## src/rtl/mc_ctrl_pkg.sv

```systemverilog
// Shared encodings for the multi-cycle control unit and the datapath muxes it steers.
package mc_ctrl_pkg;

    localparam int unsigned OP_W     = 6;
    localparam int unsigned FUNCT_W  = 6;
    localparam int unsigned STATE_W  = 3;
    localparam int unsigned ALUCTR_W = 3;
    localparam int unsigned NPC_W    = 2;
    localparam int unsigned EXT_W    = 2;
    localparam int unsigned RDST_W   = 2;
    localparam int unsigned M2R_W    = 2;

    // Opcodes
    localparam logic [OP_W-1:0] OP_RTYPE = 6'b000000;
    localparam logic [OP_W-1:0] OP_ADDIU = 6'b001001;
    localparam logic [OP_W-1:0] OP_LW    = 6'b100011;
    localparam logic [OP_W-1:0] OP_SW    = 6'b101011;
    localparam logic [OP_W-1:0] OP_BEQ   = 6'b000100;
    localparam logic [OP_W-1:0] OP_LUI   = 6'b001111;
    localparam logic [OP_W-1:0] OP_J     = 6'b000010;

    // R-type function codes
    localparam logic [FUNCT_W-1:0] FUNCT_ADD = 6'b100000;
    localparam logic [FUNCT_W-1:0] FUNCT_SUB = 6'b100010;
    localparam logic [FUNCT_W-1:0] FUNCT_OR  = 6'b100101;

    // Controller states; codes 5-7 are unused and recover to FETCH
    typedef enum logic [STATE_W-1:0] {
        ST_FETCH  = 3'd0,
        ST_DECODE = 3'd1,
        ST_EXEC   = 3'd2,
        ST_MEM    = 3'd3,
        ST_WB     = 3'd4
    } state_t;

    // ALU operation select
    localparam logic [ALUCTR_W-1:0] ALU_PASS = 3'b000;
    localparam logic [ALUCTR_W-1:0] ALU_ADD  = 3'b001;
    localparam logic [ALUCTR_W-1:0] ALU_SUB  = 3'b010;
    localparam logic [ALUCTR_W-1:0] ALU_OR   = 3'b011;

    // Next-PC select
    localparam logic [NPC_W-1:0] NPC_PC4    = 2'b00;
    localparam logic [NPC_W-1:0] NPC_JUMP   = 2'b01;
    localparam logic [NPC_W-1:0] NPC_BRANCH = 2'b11;

    // Immediate extender mode
    localparam logic [EXT_W-1:0] EXT_LUI  = 2'b00;
    localparam logic [EXT_W-1:0] EXT_SIGN = 2'b10;

    // Register-file destination select
    localparam logic [RDST_W-1:0] RDST_RT = 2'b00;
    localparam logic [RDST_W-1:0] RDST_RD = 2'b01;

    // Write-back data select
    localparam logic [M2R_W-1:0] M2R_ALU = 2'b00;
    localparam logic [M2R_W-1:0] M2R_MEM = 2'b01;
    localparam logic [M2R_W-1:0] M2R_LUI = 2'b11;

    // One-hot instruction class produced by the decoder
    typedef struct packed {
        logic rtype_add;
        logic rtype_sub;
        logic rtype_or;
        logic addiu;
        logic lw;
        logic sw;
        logic beq;
        logic lui;
        logic j;
        logic illegal;
    } instr_class_t;

endpackage

```

## src/rtl/mc_decode.sv

```systemverilog
// Combinational op/funct decoder producing a one-hot instruction class.
module mc_decode
    import mc_ctrl_pkg::*;
(
    input  logic [OP_W-1:0]    op,
    input  logic [FUNCT_W-1:0] funct,
    output instr_class_t       cls
);

    // Map opcode (and funct for R-type) onto exactly one class bit
    always_comb begin
        cls = '0;
        case (op)
            OP_RTYPE: begin
                case (funct)
                    FUNCT_ADD: cls.rtype_add = 1'b1;
                    FUNCT_SUB: cls.rtype_sub = 1'b1;
                    FUNCT_OR:  cls.rtype_or  = 1'b1;
                    default:   cls.illegal   = 1'b1;
                endcase
            end
            OP_ADDIU: cls.addiu   = 1'b1;
            OP_LW:    cls.lw      = 1'b1;
            OP_SW:    cls.sw      = 1'b1;
            OP_BEQ:   cls.beq     = 1'b1;
            OP_LUI:   cls.lui     = 1'b1;
            OP_J:     cls.j       = 1'b1;
            default:  cls.illegal = 1'b1;
        endcase
    end

endmodule

```

## src/rtl/mc_ctrl.sv

```systemverilog
// Multi-cycle controller: FETCH/DECODE/EXEC/MEM/WB sequencing, datapath selects
// and a retired-instruction counter. Selects are combinational from state and
// the IR fields, and are forced low while reset is held.
module mc_ctrl
    import mc_ctrl_pkg::*;
#(
    parameter int unsigned CNT_W = 32
) (
    input  logic                clk,
    input  logic                rst,
    input  logic [OP_W-1:0]     op,
    input  logic [FUNCT_W-1:0]  funct,
    input  logic                zero,
    input  logic                mem_rdy,
    output logic                PCWr,
    output logic                IRWr,
    output logic [ALUCTR_W-1:0] ALUctr,
    output logic                DMWrite,
    output logic [NPC_W-1:0]    npc_sel,
    output logic                RegWrt,
    output logic [EXT_W-1:0]    ExtOp,
    output logic [RDST_W-1:0]   RegDstSel,
    output logic [M2R_W-1:0]    MemToRegSel,
    output logic                AluSrcSel,
    output logic [STATE_W-1:0]  state,
    output logic                instr_done,
    output logic                illegal,
    output logic [CNT_W-1:0]    instr_cnt
);

    state_t       state_q;
    state_t       state_d;
    instr_class_t cls;
    logic         is_rtype;

    mc_decode u_decode (
        .op    (op),
        .funct (funct),
        .cls   (cls)
    );

    assign is_rtype = cls.rtype_add | cls.rtype_sub | cls.rtype_or;
    assign state    = state_q;

    // State register
    always_ff @(posedge clk or negedge rst) begin
        if (!rst) begin
            state_q <= ST_FETCH;
        end else begin
            state_q <= state_d;
        end
    end

    // Next-state logic; mem_rdy only matters in FETCH and MEM
    always_comb begin
        state_d = ST_FETCH;
        case (state_q)
            ST_FETCH:  state_d = mem_rdy ? ST_DECODE : ST_FETCH;
            ST_DECODE: state_d = (cls.j || cls.illegal) ? ST_FETCH : ST_EXEC;
            ST_EXEC: begin
                if (cls.lw || cls.sw) begin
                    state_d = ST_MEM;
                end else if (cls.beq) begin
                    state_d = ST_FETCH;
                end else begin
                    state_d = ST_WB;
                end
            end
            ST_MEM: begin
                if (!mem_rdy) begin
                    state_d = ST_MEM;
                end else if (cls.lw) begin
                    state_d = ST_WB;
                end else begin
                    state_d = ST_FETCH;
                end
            end
            ST_WB:     state_d = ST_FETCH;
            default:   state_d = ST_FETCH;
        endcase
    end

    // Output decode; everything defaults low and stays low during reset
    always_comb begin
        PCWr        = 1'b0;
        IRWr        = 1'b0;
        ALUctr      = ALU_PASS;
        DMWrite     = 1'b0;
        npc_sel     = NPC_PC4;
        RegWrt      = 1'b0;
        ExtOp       = EXT_LUI;
        RegDstSel   = RDST_RT;
        MemToRegSel = M2R_ALU;
        AluSrcSel   = 1'b0;
        instr_done  = 1'b0;
        illegal     = 1'b0;
        if (rst) begin
            case (state_q)
                ST_FETCH: begin
                    if (mem_rdy) begin
                        IRWr    = 1'b1;
                        PCWr    = 1'b1;
                        npc_sel = NPC_PC4;
                    end
                end
                ST_DECODE: begin
                    if (cls.j) begin
                        PCWr       = 1'b1;
                        npc_sel    = NPC_JUMP;
                        instr_done = 1'b1;
                    end else if (cls.illegal) begin
                        illegal = 1'b1;
                    end
                end
                ST_EXEC: begin
                    if (cls.rtype_add) begin
                        ALUctr = ALU_ADD;
                    end else if (cls.rtype_sub) begin
                        ALUctr = ALU_SUB;
                    end else if (cls.rtype_or) begin
                        ALUctr = ALU_OR;
                    end else if (cls.addiu || cls.lw || cls.sw) begin
                        ALUctr    = ALU_ADD;
                        AluSrcSel = 1'b1;
                        ExtOp     = EXT_SIGN;
                    end else if (cls.lui) begin
                        ExtOp = EXT_LUI;
                    end else if (cls.beq) begin
                        ALUctr     = ALU_SUB;
                        instr_done = 1'b1;
                        if (zero) begin
                            PCWr    = 1'b1;
                            npc_sel = NPC_BRANCH;
                        end
                    end
                end
                ST_MEM: begin
                    if (cls.sw) begin
                        DMWrite    = 1'b1;
                        instr_done = mem_rdy;
                    end
                end
                ST_WB: begin
                    RegWrt     = 1'b1;
                    instr_done = 1'b1;
                    RegDstSel  = is_rtype ? RDST_RD : RDST_RT;
                    if (cls.lw) begin
                        MemToRegSel = M2R_MEM;
                    end else if (cls.lui) begin
                        MemToRegSel = M2R_LUI;
                    end else begin
                        MemToRegSel = M2R_ALU;
                    end
                end
                default: ;
            endcase
        end
    end

    // Retired-instruction counter, wraps silently
    always_ff @(posedge clk or negedge rst) begin
        if (!rst) begin
            instr_cnt <= '0;
        end else if (instr_done) begin
            instr_cnt <= instr_cnt + CNT_W'(1);
        end
    end

endmodule

```

## config.mk

```make
export PLATFORM = sky130hd
export DESIGN_NAME = mc_ctrl
export DESIGN_NICKNAME = d
export VERILOG_FILES = /design/src/rtl/mc_ctrl_pkg.sv /design/src/rtl/mc_decode.sv /design/src/rtl/mc_ctrl.sv
export SDC_FILE = /design/constraint.sdc
export NUM_CORES = 1
export LEC_CHECK = 0
export CAP_MARGIN = 25
export CORE_MARGIN = 2
export CORE_UTILIZATION = 48
export CTS_BUF_LIST = sky130_fd_sc_hd__clkbuf_8 sky130_fd_sc_hd__clkbuf_16
export DETAILED_ROUTE_END_ITERATION = 16
export PLACE_DENSITY = 0.81
export REMOVE_ABC_BUFFERS = 1
export SYNTH_ARGS = -nofsm -noshare
export SYNTH_HDL_FRONTEND = slang
export SYNTH_SLANG_ARGS = --single-unit
```

## constraint.sdc

```tcl
create_clock -name clk -period 3 [get_ports clk]
set_input_delay 0.3 -clock clk [delete_from_list [all_inputs] [get_ports clk]]
set_output_delay 0.3 -clock clk [all_outputs]
set_load 0.005 [all_outputs]
```

==> results.txt, run 1 <==
outcome: finished clean
Seq/Total Area, Yosys: 0.379
share of cells above drive strength 1: 0.168
Reg2Reg Setup Slack: 0.58 ns
PD cells: 306 nW/um^2
Ys Warns: 0
hold crit path type: in2async
CP delay by family, top: simple AND/OR/NAND/NOR gates
vias in the first global route: 1,921
Die X: 73.4 um
Gate Count Post-Synth: 237
FF-to-FF Start: state[0]
setup bufs post-CTS: 0
Worst EP required: 2.70 ns
Initial Utilization: 0.493
Antenna Nets Post-Route: 0
H-Tree Level Count: 2
CTS Buf Count: 5
DR vias: 2,091
EDFF count, synth: 0
reg-to-reg critical path endpoint: instr_cnt[25]
Leakage: 1.37 nW
FF+latch count, synth: 35
Period Utilization, post-route: 0.980
Iter 0 DRT Violations: 122
setup_tns: 0 ns
Worst path depth: 6
Synth async-reset ratio: 1.00
clock skew: 0.00489 ns
highest clock rate: 340 MHz
Fillers: 369
DP HPWL: 4.30 mm
crit path DAT: 2.64 ns
crit path max fanout: 3
Syn Area/Cell: 9.76 um^2
DIE AREA: 5390 um^2
n_diodes: 0
Slew Limit Fails: 0
CTS Root Cell: clkbuf_8
number of nets in the layout: 339
Top FF cell, synth: dfrtp_1
WL final: 5.79 mm
I/O Buffers: 65
RSZ-0062 raised after global routing: false
final worst path period need: 2.94 ns
Rows: 25
Hold Vio Cnt, Final: 0
number of top-level pins: 69
CP cell instances: clkdlybuf4s50_1 > or4_4 > or4b_4 > buf_4 > a21oi_1 > clkdlybuf4s50_1
DRC violations left: 0
total track usage: 0.229
CTS tree: built
crit-path max cell delay: 0.55 ns
WP buf/inv: 3
CP Class: in2out
Crit path top cell by count: clkdlybuf4s50_1
Max VDD drop: 259 uV
Post-Syn Area: 2310 um^2
Synth cell types: 45
Core Box Area: 4690 um^2
Worst Max-Slew Pin Slew: 0.607 ns
area added between synthesis and finish: 40.4%
Clock Sinks: 35
worst hold slack: 0.419 ns
GP Congestion: 0.845
vias per inst: 5.56
slowest CP cell: or4b_4
Die Height: 73.4 um
initial antenna violation count: 0
DRT Pass-1 Iters: 4
worst r2r path cells: 5
clk buf depth: 2
total gr overflow: 0
CP Capture Type: output pin
crit path launch: op[0]
WL/cell: 15.4 um
Register Area: 876 um^2
Setup violations, final: 0
Worst setup SP type: input port
Max-slew headroom: 0.592
first-pass GRT wire length: 9.42 mm
maxcap violations: 0
area of the multi-input gates: 1330 um^2
clock slew seen by the registers of the worst setup and hold paths: 0.07 ns
largest net degree at the start of global routing: 34
clock latency on the worst-skew pair: 0.29 ns
## synth_stat cells (all sizes together) (2+ instances only)
master   count  share of area
inv         11          0.018
nor3         6          0.013
xor2        23          0.087
nand4        6          0.016
nand2       18          0.029
nor2b        3         0.0081
nand3       14          0.030
nor2        22          0.036
buf          9          0.024
o21ai        6          0.013
or4b         2          0.010
dfrtp       35           0.38
a21oi       12          0.026
xnor2       10          0.038
clkbuf       5          0.012
nor3b        2         0.0065
a21o         2         0.0070
a211oi       6          0.019
and3         4          0.011
nand3b       2         0.0065
and2         2         0.0054
o2111ai      2         0.0076
a2111oi     18           0.14
nand2b       3         0.0081
## cell families (layout without fill, tap and decap cells)
| kind of cell | Yosys count | count (layout) | share of synthesized area |
|---|---|---|---|
| and+or+nand+nor | 90 | 90 | 0.204 |
| other | 1 | 3 | 0.00162 |
| xor gates and xnor gates | 33 | 33 | 0.125 |
| buffers and inverters | 25 | 108 | 0.0546 |
| AOI/OAI and AO/OA | 51 | 51 | 0.226 |
| muxes | 1 | 1 | 0.00487 |
| DFF | 35 | 35 | 0.379 |
| adders and majority gates | 1 | 1 | 0.00541 |
## how the worst max path moves through the flow
stage | end | slack [ns]
2_1_floorplan | instr_cnt[23] | 0.05
3_3_place_gp | instr_cnt[23] | 0.02
3_5_place_dp | instr_cnt[25] | -0.06
4_1_cts | illegal | 0.008
5_1_grt | npc_sel[0] | 0.01
6_report | npc_sel[0] | 0.06
## area by class of cell
cell class,instances,area share
Multi-Input combinational cell,179,0.409
Clock buffer,6,0.0254
Tap cell,54,0.0208
Timing Repair Buffer,90,0.260
Inverter,11,0.0127
Sequential cell,35,0.270
Clock inverter,1,0.00154
## layer usage
layer  global-route usage  part of all wire  wire [um]  vias to the layer above
li1                     -                 -          -                     1031
met1                0.309              0.44       2570                     1004
met2                0.368              0.50       2900                       50
met3               0.0590             0.043        246                        6
met4               0.0586             0.011         65                        0
met5                    0                 0          0                        -
## what timing repair did
| action | 4_1_cts | 5_1_grt |
|---|---|---|
| hold buffers | 1 | 0 |
| endpoints found under the hold margin | 3 | 0 |
| setup endpoints to repair | 0 | 3 |
| resized for setup | 0 | 4 |
## state kept, by name (all words and copies together) (netlist names)
signal / cells
instr_cnt: 32
state: 3
## report_power, final
part	switching (W)	total (W)	leakage (nW)	internal [W]
logic	0.0000638	0.000144	0.852	0.0000797
registers	0.0000218	0.000507	0.470	0.000485
clock network	0.000163	0.000342	0.0470	0.000180
## per-stage QoR
step | util | setup slack [ns] | total power [W] | cells | instance area (um^2)
after detailed placement | 0.666 | -0.0571 | 0.000657 | 367 | 3120
after floorplan | - | 0.0488 | 0.000562 | 225 | 2240
after CTS | 0.687 | 0.00846 | 0.00100 | 375 | 3220
final | 0.692 | 0.0598 | 0.000993 | 376 | 3250
after global routing | 0.692 | 0.0125 | 0.00104 | 376 | 3250
after global placement | 0.666 | 0.0233 | 0.000654 | 367 | 3120
## cells in the final DEF, fill, tap and decap left out, types with 2 or more instances in the layout
cell / instances
nand2b_1: 3
nor2_1: 21
nand3_1: 14
nor3_1: 5
xor2_1: 23
a211oi_1: 6
conb_1: 3
buf_4: 23
a2111oi_2: 7
nand4_1: 6
nand2_1: 18
a21oi_1: 11
a2111oi_0: 5
xnor2_1: 10
o21ai_0: 5
nor3b_1: 2
and3_1: 4
dfrtp_1: 35
o2111ai_1: 2
clkdlybuf4s50_1: 63
nor2b_1: 3
clkbuf_8: 6
nand3b_1: 2
inv_1: 11
a2111oi_4: 6
and2_1: 2
Power figures use the tool's default switching activity.
==> run 2: changes to the inputs <==
--- a/config.mk
+++ b/config.mk
@@ -10,7 +10,7 @@
 export CORE_UTILIZATION = 48
 export CTS_BUF_LIST = sky130_fd_sc_hd__clkbuf_8 sky130_fd_sc_hd__clkbuf_16
 export DETAILED_ROUTE_END_ITERATION = 16
-export PLACE_DENSITY = 0.81
+export PLACE_DENSITY = 0.89
 export REMOVE_ABC_BUFFERS = 1
 export SYNTH_ARGS = -nofsm -noshare
 export SYNTH_HDL_FRONTEND = slang
==> results.txt, run 2 (synthesis results as in run 1) <==
outcome: finished clean (unchanged)
final worst path period need: 2.89 ns (was 2.94 ns)
number of nets in the layout: 332 (was 339)
DRT Pass-1 Iters: 4 (unchanged)
maxcap violations: 0 (unchanged)
DIE AREA: 5390 um^2 (unchanged)
FF-to-FF Start: state[0] (unchanged)
utilization after layout: 0.690 (was 0.692)
CTS Buf Count: 5 (unchanged)
total gr overflow: 0 (unchanged)
Die Height: 73.4 um (unchanged)
total track usage: 0.226 (was 0.229)
number of top-level pins: 69 (unchanged)
Clock Sinks: 35 (unchanged)
PD cells: 358 nW/um^2 (was 306 nW/um^2)
slowest CP cell: or4b_4 (unchanged)
Biggest register: instr_cnt (unchanged)
worst r2r path cells: 6 (was 5)
RSZ-0062 raised after global routing: false (unchanged)
I/O Buffers: 65 (unchanged)
share of cells above drive strength 1: 0.149 (was 0.168)
clock slew seen by the registers of the worst setup and hold paths: 0.07 ns (about the same)
WL/cell: 15.7 um (was 15.4 um)
H-Tree Level Count: 2 (unchanged)
CTS Root Cell: clkbuf_8 (unchanged)
Rows: 25 (unchanged)
clock skew: 0.00832 ns (was 0.00489 ns)
Slew Limit Fails: 0 (unchanged)
Hold Vio Cnt, Final: 0 (unchanged)
clock latency on the worst-skew pair: 0.30 ns (was 0.29 ns)
area added between synthesis and finish: 39.9% (was 40.4%)
CP Capture Type: output pin (unchanged)
CP cell instances: clkdlybuf4s50_1 > or4_4 > or4b_4 > a21oi_1 > clkdlybuf4s50_1 (was clkdlybuf4s50_1 > or4_4 > or4b_4 > buf_4 > a21oi_1 > clkdlybuf4s50_1)
Register Area: 876 um^2 (unchanged)
Reg2Reg Setup Slack: 0.46 ns (was 0.58 ns)
area of the multi-input gates: 1330 um^2 (unchanged)
Max VDD drop: 489 uV (was 259 uV)
vias per inst: 5.72 (was 5.56)
DR vias: 2,115 (was 2,091)
Fillers: 369 (unchanged)
Initial Utilization: 0.493 (unchanged)
Worst path depth: 5 (was 6)
Setup violations, final: 0 (unchanged)
WP buf/inv: 2 (was 3)
leading cell type in the layout, fill and taps excluded: clkdlybuf4s50_1 (unchanged)
Worst Max-Slew Pin Slew: 0.580 ns (was 0.607 ns)
Leakage: 1.37 nW (about the same)
crit path max fanout: 4 (was 3)
Antenna Nets Post-Route: 0 (unchanged)
n_diodes: 0 (unchanged)
setup bufs post-CTS: 0 (unchanged)
highest clock rate: 346 MHz (was 340 MHz)
DP HPWL: 4.31 mm (was 4.30 mm)
Period Utilization, post-route: 0.964 (was 0.980)
vias in the first global route: 1,979 (was 1,921)
Core Box Area: 4690 um^2 (unchanged)
CP Class: in2out (unchanged)
max reg flops: 32 (unchanged)
reg-to-reg critical path endpoint: instr_cnt[30] (was instr_cnt[25])
largest net degree at the start of global routing: 34 (unchanged)
Iter 0 DRT Violations: 137 (was 122)
crit path DAT: 2.59 ns (was 2.64 ns)
Worst EP required: 2.70 ns (about the same)
Max-slew headroom: 0.611 (was 0.592)
CP delay by family, top: simple AND/OR/NAND/NOR gates (unchanged)
worst hold slack: 0.397 ns (was 0.419 ns)
Worst setup SP type: input port (unchanged)
WL final: 5.82 mm (was 5.79 mm)
most frequent cells in the layout: 62 x clkdlybuf4s50_1, 35 x dfrtp_1, 23 x xor2_1 (was 63 x clkdlybuf4s50_1, 35 x dfrtp_1, 23 x xor2_1, 23 x buf_4, 21 x nor2_1)
clk buf depth: 2 (unchanged)
first-pass GRT wire length: 9.41 mm (was 9.42 mm)
crit-path max cell delay: 0.59 ns (was 0.55 ns)
CTS tree: built (unchanged)
DRC violations left: 0 (unchanged)
initial antenna violation count: 0 (unchanged)
hold crit path type: in2async (unchanged)
GP Congestion: 0.887 (was 0.845)
Crit path top cell by count: clkdlybuf4s50_1 (unchanged)
setup_tns: 0 ns (unchanged)
Die X: 73.4 um (unchanged)
==> run 2: cell count changes in the layout (fill, tap and decap cells not counted), sizes merged <==
cell,delta
buf,-7
bufinv,+2
clkbuf,-1
clkdlybuf4s50,-1
clkinv,-1
dlymetal6s2s,+1
inv,+1
==> run 2: report_power, final <==
| group | internal [W] | switching (W) | total, W |
|---|---|---|---|
| Clock | 0.000329 | 0.000181 | 0.000510 |
| Combinational | 0.0000771 | 0.0000640 | 0.000141 |
| Sequential | 0.000485 | 0.0000224 | 0.000507 |
==> run 2: area by class of cell <==
cell class / instances / area share
Timing Repair Buffer: 83 / 0.244
Clock buffer: 5 / 0.0213
Inverter: 11 / 0.0128
Multi-Input combinational cell: 179 / 0.411
Tap cell: 54 / 0.0209
Sequential cell: 35 / 0.271
Clock inverter: 3 / 0.0197
==> run 2: through the flow <==
stage	std cells	setup WS, ns	area, um^2	total power [W]
2_1_floorplan	225	0.0488	2240	0.000562
3_3_place_gp	361	0.0407	3080	0.000650
3_5_place_dp	361	0.0155	3080	0.000655
4_1_cts	370	0.0278	3220	0.00116
5_1_grt	370	0.0380	3240	0.00120
6_report	370	0.107	3240	0.00116
==> run 2: repair_timing <==
action | CTS | global route
endpoints found under the setup margin | 0 | 3
hold buffers | 1 | 0
endpoints found under the hold margin | 2 | 0
resized for setup | 0 | 5
==> run 2: worst max path at each step <==
| stage | start | endpoint | slack (ns) |
|---|---|---|---|
| 2_1_floorplan | state[2] | instr_cnt[23] | 0.05 |
| 3_3_place_gp | op[0] | instr_done | 0.04 |
| 3_5_place_dp | op[0] | instr_cnt[29] | 0.02 |
| 4_1_cts | op[0] | instr_done | 0.03 |
| 5_1_grt | op[2] | illegal | 0.04 |
| 6_report | op[5] | npc_sel[0] | 0.11 |
==> run 2: per-layer routing <==
metal,track usage,vias up,share of wire
li1,-,1010,-
met3,0.0521,16,0.046
met4,0.101,0,0.031
met1,0.293,1020,0.43
met5,0,-,0
met2,0.358,69,0.49
